## config.mk

```make
export PLATFORM = sky130hd
export DESIGN_NAME = ring_monitor
export DESIGN_NICKNAME = d
export VERILOG_FILES = /design/src/rtl/ring_pkg.sv /design/src/rtl/ring_onehot_enc.sv /design/src/rtl/ring_monitor.sv
export SDC_FILE = /design/constraint.sdc
export NUM_CORES = 1
export LEC_CHECK = 0
export BUFFER_PORTS_ARGS = -buffer_cell sky130_fd_sc_hd__buf_2
export CAP_MARGIN = 20
export CORE_MARGIN = 2
export CORE_UTILIZATION = 35
export CTS_CLUSTER_SIZE = 25
export DETAILED_ROUTE_END_ITERATION = 8
export SYNTH_ARGS = -nofsm -noshare
export SYNTH_HDL_FRONTEND = slang
export SYNTH_SLANG_ARGS = --single-unit
```

## constraint.sdc

```tcl
create_clock -name clk -period 1.9 [get_ports clk]
set_input_delay 0.475 -clock clk [delete_from_list [all_inputs] [get_ports clk]]
set_output_delay 0.475 -clock clk [all_outputs]
set_load 0.01 [all_outputs]
```

## src/rtl/ring_pkg.sv

```systemverilog
// ring_pkg: shared types and helpers for the ring counter monitor.
//   state_t    - monitor FSM states
//   is_onehot  - true when exactly one bit of the vector is set
//   rot_next   - legal successor of a ring state (rotate left by one within w bits)
// Vectors are passed zero-extended to RING_MAX_W bits so one helper serves any ring width.
package ring_pkg;

   localparam int unsigned RING_MAX_W = 32;

   typedef enum logic {
      IDLE   = 1'b0,
      LOCKED = 1'b1
   } state_t;

   // Exactly one bit set: non-zero and clearing the lowest set bit leaves nothing.
   function automatic logic is_onehot(input logic [RING_MAX_W-1:0] v);
      return (v != '0) && ((v & (v - RING_MAX_W'(1))) == '0);
   endfunction

   // Rotate left by one within the low w bits; bit w-1 wraps into bit 0.
   function automatic logic [RING_MAX_W-1:0] rot_next(input logic [RING_MAX_W-1:0] v,
                                                      input int unsigned         w);
      logic [RING_MAX_W-1:0] mask;
      mask = (w >= RING_MAX_W) ? '1 : ((RING_MAX_W'(1) << w) - RING_MAX_W'(1));
      return ((v << 1) | (v >> (w - 1))) & mask;
   endfunction

endpackage

```

## src/rtl/ring_onehot_enc.sv

```systemverilog
// ring_onehot_enc: combinational one-hot to binary encoder.
//   onehot  in   WIDTH  one-hot vector
//   pos_c   out  IDX_W  index of the lowest set bit (meaningful only for one-hot input)
module ring_onehot_enc #(
   parameter int unsigned WIDTH = 4,
   parameter int unsigned IDX_W = 2
) (
   input  logic [WIDTH-1:0] onehot,
   output logic [IDX_W-1:0] pos_c
);

   // Scan from the top down so the lowest set bit wins.
   always_comb begin
      pos_c = '0;
      for (int i = int'(WIDTH) - 1; i >= 0; i--) begin
         if (onehot[i]) pos_c = IDX_W'(i);
      end
   end

endmodule

```

## src/rtl/ring_monitor.sv

```systemverilog
// ring_monitor: checks and decodes a one-hot ring counter.
//   clk        in   clock, rising edge
//   clear      in   asynchronous active-low reset
//   en         in   sample strobe for ring_in
//   ring_in    in   ring counter state (WIDTH bits)
//   rev_clr    in   synchronous clear of rev_count (wins over an increment)
//   idx        out  binary position of the set bit
//   valid      out  idx meaningful (monitor locked)
//   locked     out  FSM in LOCKED
//   onehot_err out  1-cycle pulse: sample not one-hot
//   seq_err    out  1-cycle pulse: one-hot sample is not the expected successor
//   rev_count  out  completed revolutions, saturating
// All outputs are registered: a sample at edge N is reflected after edge N.
module ring_monitor
   import ring_pkg::*;
#(
   parameter int unsigned WIDTH      = 4,
   parameter int unsigned CNT_W      = 8,
   parameter bit          ALLOW_HOLD = 1'b0
) (
   input  logic                       clk,
   input  logic                       clear,
   input  logic                       en,
   input  logic [WIDTH-1:0]           ring_in,
   input  logic                       rev_clr,
   output logic [$clog2(WIDTH)-1:0]   idx,
   output logic                       valid,
   output logic                       locked,
   output logic                       onehot_err,
   output logic                       seq_err,
   output logic [CNT_W-1:0]           rev_count
);

   localparam int unsigned IDX_W = $clog2(WIDTH);

   state_t             state;
   state_t             state_next;
   logic [WIDTH-1:0]   cur;
   logic [WIDTH-1:0]   cur_next;
   logic [WIDTH-1:0]   expected_c;
   logic [IDX_W-1:0]   pos_c;
   logic [IDX_W-1:0]   idx_next;
   logic               sample_onehot_c;
   logic               onehot_err_next;
   logic               seq_err_next;
   logic               rev_inc;

   ring_onehot_enc #(
      .WIDTH (WIDTH),
      .IDX_W (IDX_W)
   ) u_enc (
      .onehot (ring_in),
      .pos_c  (pos_c)
   );

   assign sample_onehot_c = is_onehot(RING_MAX_W'(ring_in));
   assign expected_c      = WIDTH'(rot_next(RING_MAX_W'(cur), WIDTH));

   // FSM state register.
   always_ff @(posedge clk or negedge clear) begin
      if (!clear) state <= IDLE;
      else        state <= state_next;
   end

   // Next state, next datapath values and error pulses.
   always_comb begin
      state_next      = state;
      cur_next        = cur;
      idx_next        = idx;
      onehot_err_next = 1'b0;
      seq_err_next    = 1'b0;
      rev_inc         = 1'b0;
      if (en) begin
         case (state)
            IDLE: begin
               if (sample_onehot_c) begin
                  state_next = LOCKED;
                  cur_next   = ring_in;
                  idx_next   = pos_c;
               end else begin
                  onehot_err_next = 1'b1;
               end
            end
            LOCKED: begin
               if (!sample_onehot_c) begin
                  // Lose lock; idx keeps its last value.
                  onehot_err_next = 1'b1;
                  state_next      = IDLE;
               end else if (ring_in == expected_c) begin
                  cur_next = ring_in;
                  idx_next = pos_c;
                  rev_inc  = cur[WIDTH-1];
               end else if (ring_in == cur) begin
                  seq_err_next = !ALLOW_HOLD;
               end else begin
                  // Out-of-order step: flag it and re-lock on the new position.
                  seq_err_next = 1'b1;
                  cur_next     = ring_in;
                  idx_next     = pos_c;
               end
            end
            default: state_next = IDLE;
         endcase
      end
   end

   // Datapath and output registers.
   always_ff @(posedge clk or negedge clear) begin
      if (!clear) begin
         cur        <= '0;
         idx        <= '0;
         valid      <= 1'b0;
         locked     <= 1'b0;
         onehot_err <= 1'b0;
         seq_err    <= 1'b0;
      end else begin
         cur        <= cur_next;
         idx        <= idx_next;
         valid      <= (state_next == LOCKED);
         locked     <= (state_next == LOCKED);
         onehot_err <= onehot_err_next;
         seq_err    <= seq_err_next;
      end
   end

   // Saturating revolution counter; rev_clr wins over an increment.
   always_ff @(posedge clk or negedge clear) begin
      if (!clear) begin
         rev_count <= '0;
      end else if (rev_clr) begin
         rev_count <= '0;
      end else if (rev_inc && (rev_count != '1)) begin
         rev_count <= rev_count + CNT_W'(1);
      end
   end

endmodule

```

# Word level (Yosys, flattened, before mapping)
# Cells that the tools add are included.
[word_totals]
in_bits = 8
output_inout_bits = 14
ff_bits = 17
wordCells = 50
[op_classes]
n_reduce_logical = 6
eq_ne = 6
bitwise_logic = 3
mux = 27
add_sub_neg = 2
[ops]
columns = ["cell", "n"]
rows = [
  ["bitwise AND 4 x 32 -> 32 bit", 1],
  ["logical NOT 32 bit", 1],
  ["2-to-1 mux 2 bit", 8],
  ["2-to-1 mux 4 bit", 4],
  ["2-to-1 mux 8 bit", 2],
  ["2-to-1 mux 1 bit", 11],
  ["adder 8 x 1 -> 8 bit (second input constant)", 1],
  ["== test 4 bit", 2],
  ["inequality test 8 bit (second input constant)", 1],
  ["case mux 4 bit (2 select lines)", 1],
  ["subtractor 4 x 1 -> 5 bit (second input constant)", 1],
  ["bitwise OR 4 x 1 -> 4 bit", 1],
  ["case mux 2 bit (2 select lines)", 1],
  ["AND reduction 4 bit", 1],
  ["nonzero test 4 bit", 1],
  ["inequality test 3 bit (second input constant)", 1],
  ["logical AND 1 bit", 2],
  ["inequality test 2 x 1 -> 1 bit (second input constant)", 1],
  ["inequality test 2 bit (second input constant)", 1],
  ["nonzero test 2 bit", 1],
  ["NOT 1 bit", 1],
]

# Logic depth before layout (Yosys ltp)
[depth]
ltp_word = 10
ltp_mapped = 7
mapped_depth_nobuf = 5

# Cells and area by module
# Synthesis repeated with hierarchy kept, for this count alone.
[hier_totals]
cells_unflattened = 89
area_unflattened_um2 = 923.4
[modules_own_cells]
columns = ["mod", "cells_each", "seq_area_each_um2", "area_per_inst_um2", "n_inst"]
rows = [
  ["ring_monitor", 84, 425.4, 895.9, 1],
  ["ring_onehot_enc", 5, 0.0, 27.5, 1],
]

# Worst setup path before layout
# Ideal clock, no wire load.
[synth_timing]
kind = "input to register"
startpoint = "input ring_in[1]"
endpoint = "register idx[0]"
slack_ns = -0.002
path_buffers = 2
path_stages = 7
t_arrival_ns = 1.777
required_time_ns = 1.775
setup_time_ns = 0.125
cell_sequence = "buf_6 > and2b_2 > a221oi_2 > nand2b_1 > buf_4 > o21bai_2 > mux2_2"
[synth_via]
elab_chain_cells = 6
elab_cells_between_ends = 18
classes_between = "add/sub: 1; eq/ne: 5; mux: 7; bitwise: 1; reduce/logical: 4"
[synth_lines]
columns = ["item", "line_no", "rtl"]
rows = [
  ["start: declaration", "ring_monitor.sv:24", "input logic [WIDTH-1:0] ring_in,"],
  ["subtractor 4 x 1 -> 5 bit / 2-to-1 mux 2 bit (equally long branches)", "ring_pkg.sv:17, ring_onehot_enc.sv:16", ""],
  ["bitwise AND 4 x 32 -> 32 bit / 2-to-1 mux 2 bit (equally long branches)", "ring_pkg.sv:17, ring_onehot_enc.sv:16", ""],
  ["logical NOT 32 bit / 2-to-1 mux 2 bit (equally long branches)", "ring_pkg.sv:17, ring_monitor.sv:93", ""],
  ["logical AND 1 bit / 2-to-1 mux 2 bit (equally long branches)", "ring_pkg.sv:17, ring_monitor.sv:89", ""],
  ["inequality test 2 bit (no line), or another cell as far along", "--", ""],
  ["AND reduction 4 bit (no line) / case mux 2 bit (2 select lines) (equally long branches)", "--", ""],
  ["end signal: assignment", "ring_monitor.sv:118", "idx <= idx_next;"],
  ["end: declaration", "ring_monitor.sv:26", "output logic [$clog2(WIDTH)-1:0] idx,"],
]
# Several ways; a longest one is shown, not always the timed one. The select of a mux whose other input is x is not followed.
# A chain may end at the register's enable or synchronous reset.

# Worst setup path in the final report
[layout_timing]
startpoint = "register rev_count[6]"
endpoint = "register rev_count[5]"
[layout_via]
elab_chain_cells = 3
[layout_lines]
columns = ["item", "line_no", "rtl"]
rows = [
  ["start: declaration", "ring_monitor.sv:31", "output logic [CNT_W-1:0] rev_count"],
  ["start signal: assignment", "ring_monitor.sv:133", "rev_count <= rev_count + CNT_W'(1);"],
  ["inequality test 8 bit", "ring_monitor.sv:132", "end else if (rev_inc && (rev_count != '1)) begin"],
  ["logical AND 1 bit", "ring_monitor.sv:132", ""],
  ["nonzero test 2 bit (no line)", "--", ""],
]
# No other way between the ends.

==> results.json <==
{
  "p_sw_frac": 0.283,
  "max-slew-margin-rel": 0.748,
  "ys_ff_latch": 17,
  "p_switching_w": 0.000232,
  "grt_use_total": 0.122,
  "die_w_microns": 58.1,
  "syn_area_per_cell_sq_um": 11.0,
  "skew_ns": 0.000670,
  "cap_violations": 0,
  "numCtsBuffers": 3,
  "coreArea_sq_um": 2760,
  "finalMaxSlewViolations": 0,
  "dp_hpwl_microns": 1560,
  "cts.reportedPaths.clkPinSlew_ns": 0.10,
  "clk_path_buf_depth": 2,
  "routed_wl_microns": 1970,
  "num_antenna_cells": 0,
  "synth_cell_types": 30,
  "fin_cells": 156,
  "drive_gt1_frac": 0.416,
  "antenna_found_initial": 0,
  "r2r_cells": 5,
  "seqPwrFrac": 0.526,
  "crit_path_max_fanout": 5,
  "final_nets": 135,
  "drtIter0Drc": 15,
  "die_h_microns": 58.1,
  "fmax_mhz": 554,
  "die_area_sq_um": 3370,
  "worstPathArrival_ns": 2.02,
  "leakagePower_nw": 0.565,
  "grt_pass1_wl_microns": 3170,
  "firstDrtPassIters": 4,
  "final_common_cell": "buf_2",
  "crit_required_ns": 2.11,
  "ant_nets": 0,
  "tightest_slew_ns": 0.378,
  "hold_ws_ns": 0.0926,
  "criticalPathCategory": "flip-flop to flip-flop",
  "cts_root_buffer": "clkbuf_4",
  "yosysSeqAreaShare": 0.416,
  "wl_per_cell_microns": 12.6,
  "cts_hold_buf": 0,
  "placed_cells": 150,
  "grt.overflow.total": 0,
  "synthToLayoutAreaGrowth_pct": 20.4,
  "max-vdd-ir-drop_v": 0.000420,
  "worstSetupStartpointType": "flip-flop",
  "hold_class": "primary input to asynchronous set/reset pin",
  "start_util": 0.371,
  "rsz0062_at_grt": "false",
  "period_needed_ns": 1.80,
  "status": "finished clean",
  "ios": 22,
  "drc": 0,
  "placementRows": 19,
  "via_per_inst": 5.21,
  "synth_fp_nets": 102,
  "htreeDepth": 1,
  "clock_latency_ns": 0.28,
  "ys_warn_count": 0,
  "clkPwrFrac": 0.233,
  "p_int_w": 0.000588,
  "numPortBuffers": 21,
  "power_w": 0.000820,
  "fin_crit_sh": 0.949,
  "synthesis.area_sq_um": 1020,
  "setup_violations": 0,
  "fin_setup_tns_ns": 0,
  "cts_tree": "built",
  "clkSinkCount": 17,
  "fin_util": 0.447,
  "power-per-cell-area_nw_per_um2": 665,
  "grt_pass1_vias": 775,
  "via_count": 813,
  "hold_viol": 0,
  "endpoint_kind": "flip-flop",
  "comb_power_share": 0.240,
  "final_cell_mix": "buf_2, dfrtp_1, buf_4",
  "grt_max_degree": 18,
  "gp_congestion": 0.778,
  "syn_inst": 93
}
[sequential cells by signal (all words and copies together), names as in the netlist]
signal / flops
seq_err: 1
onehot_err: 1
idx: 2
locked: 1
rev_count: 8
cur: 4
[cell usage after synthesis]
cell type	instances	area, sq um
and2b_2	1	8.76
nand4bb_4	1	27.5
nor3_1	1	5.00
o21bai_2	1	11.3
o31ai_1	2	15.0
inv_1	2	7.51
and4_1	1	8.76
xnor2_1	8	70.1
nor4b_4	1	23.8
o21ai_0	5	25.0
a21oi_1	7	35.0
and2_2	1	7.51
nand2_1	5	18.8
nor2_1	8	30.0
buf_4	2	15.0
a221oi_2	1	15.0
xor2_1	2	17.5
nand4_1	3	18.8
nand3_1	3	15.0
ha_1	1	12.5
or4_1	2	15.0
dfrtp_1	17	425
clkdlybuf4s25_2	1	10.0
or3_1	4	25.0
nand2b_1	1	6.26
mux2_2	5	56.3
buf_6	4	45.0
buf_8	1	15.0
a41oi_4	1	27.5
mux2i_1	1	10.0
[power by group through the flow]
stage	registers, W	clock network (W)	logic, W
3_5_place_dp	0.000441	0	0.000194
4_1_cts	0.000433	0.000198	0.000194
5_1_grt	0.000438	0.000218	0.000215
2_1_floorplan	0.000441	0	0.000142
6_report	0.000432	0.000191	0.000197
3_3_place_gp	0.000439	0	0.000191
[area by class of cell]
class,instances,area [sq um]
Fill cell,274,1530
Multi-Input combinational cell,67,524
Sequential cell,17,425
Timing Repair Buffer,35,210
Tap cell,31,38.8
Clock buffer,4,26.3
Inverter,2,7.51
[metal layers]
metal / track usage / up-vias / wire, microns / part of all wire
met3: 0.0246 / 2 / 127 / 0.065
met5: 0 / - / 0 / 0
met2: 0.224 / 20 / 998 / 0.51
li1: - / 392 / - / -
met1: 0.134 / 399 / 829 / 0.42
met4: 0.0598 / 0 / 12 / 0.0061
[repair_timing]
action	CTS	global route
resized for setup	0	1
setup buffers	0	1
setup endpoints to repair	0	2
[critical path, stage by stage, from the launching register on]
cell and delay (ns):
dfrtp_1 0.42, and4_1 0.27, a41oi_4 0.24, nand4bb_4 0.16, or4_1 0.48, a21oi_1 0.16
[stage by stage]
stage	instance area, sq um	worst slack [ns]
2_1_floorplan	1020	0.0211
3_3_place_gp	1180	-0.0242
3_5_place_dp	1180	-0.0756
4_1_cts	1210	0.0334
5_1_grt	1230	0.0191
6_report	1230	0.0961
[cells by family (layout without fill, tap and decap cells)]
logic type | Yosys count | count (layout) | share of synthesized area
buffers and inverters | 10 | 41 | 0.0905
adders and majority gates | 1 | 1 | 0.0122
muxes | 6 | 6 | 0.0648
DFF | 17 | 17 | 0.416
xor gates and xnor gates | 10 | 10 | 0.0856
and+or+nand+nor | 32 | 33 | 0.205
AOI/OAI and AO/OA | 17 | 17 | 0.126
[path summary, 6_finish.rpt]
check | from | to | slack, ns
min in group clk | rev_clr | rev_count[7]$_DFFE_PN0P_ | 0.45
max in group asynchronous | clear | idx[1]$_DFFE_PN0P_ | 1.54
worst max-delay path | rev_count[6]$_DFFE_PN0P_ | rev_count[5]$_DFFE_PN0P_ | 0.1
worst min register to register | idx[0]$_DFFE_PN0P_ | idx[0]$_DFFE_PN0P_ | 0.52
worst min-delay path | clear | rev_count[0]$_DFFE_PN0P_ | 0.09
worst max register to register | rev_count[6]$_DFFE_PN0P_ | rev_count[5]$_DFFE_PN0P_ | 0.1
Note: power is estimated with default switching activity, not from simulation.
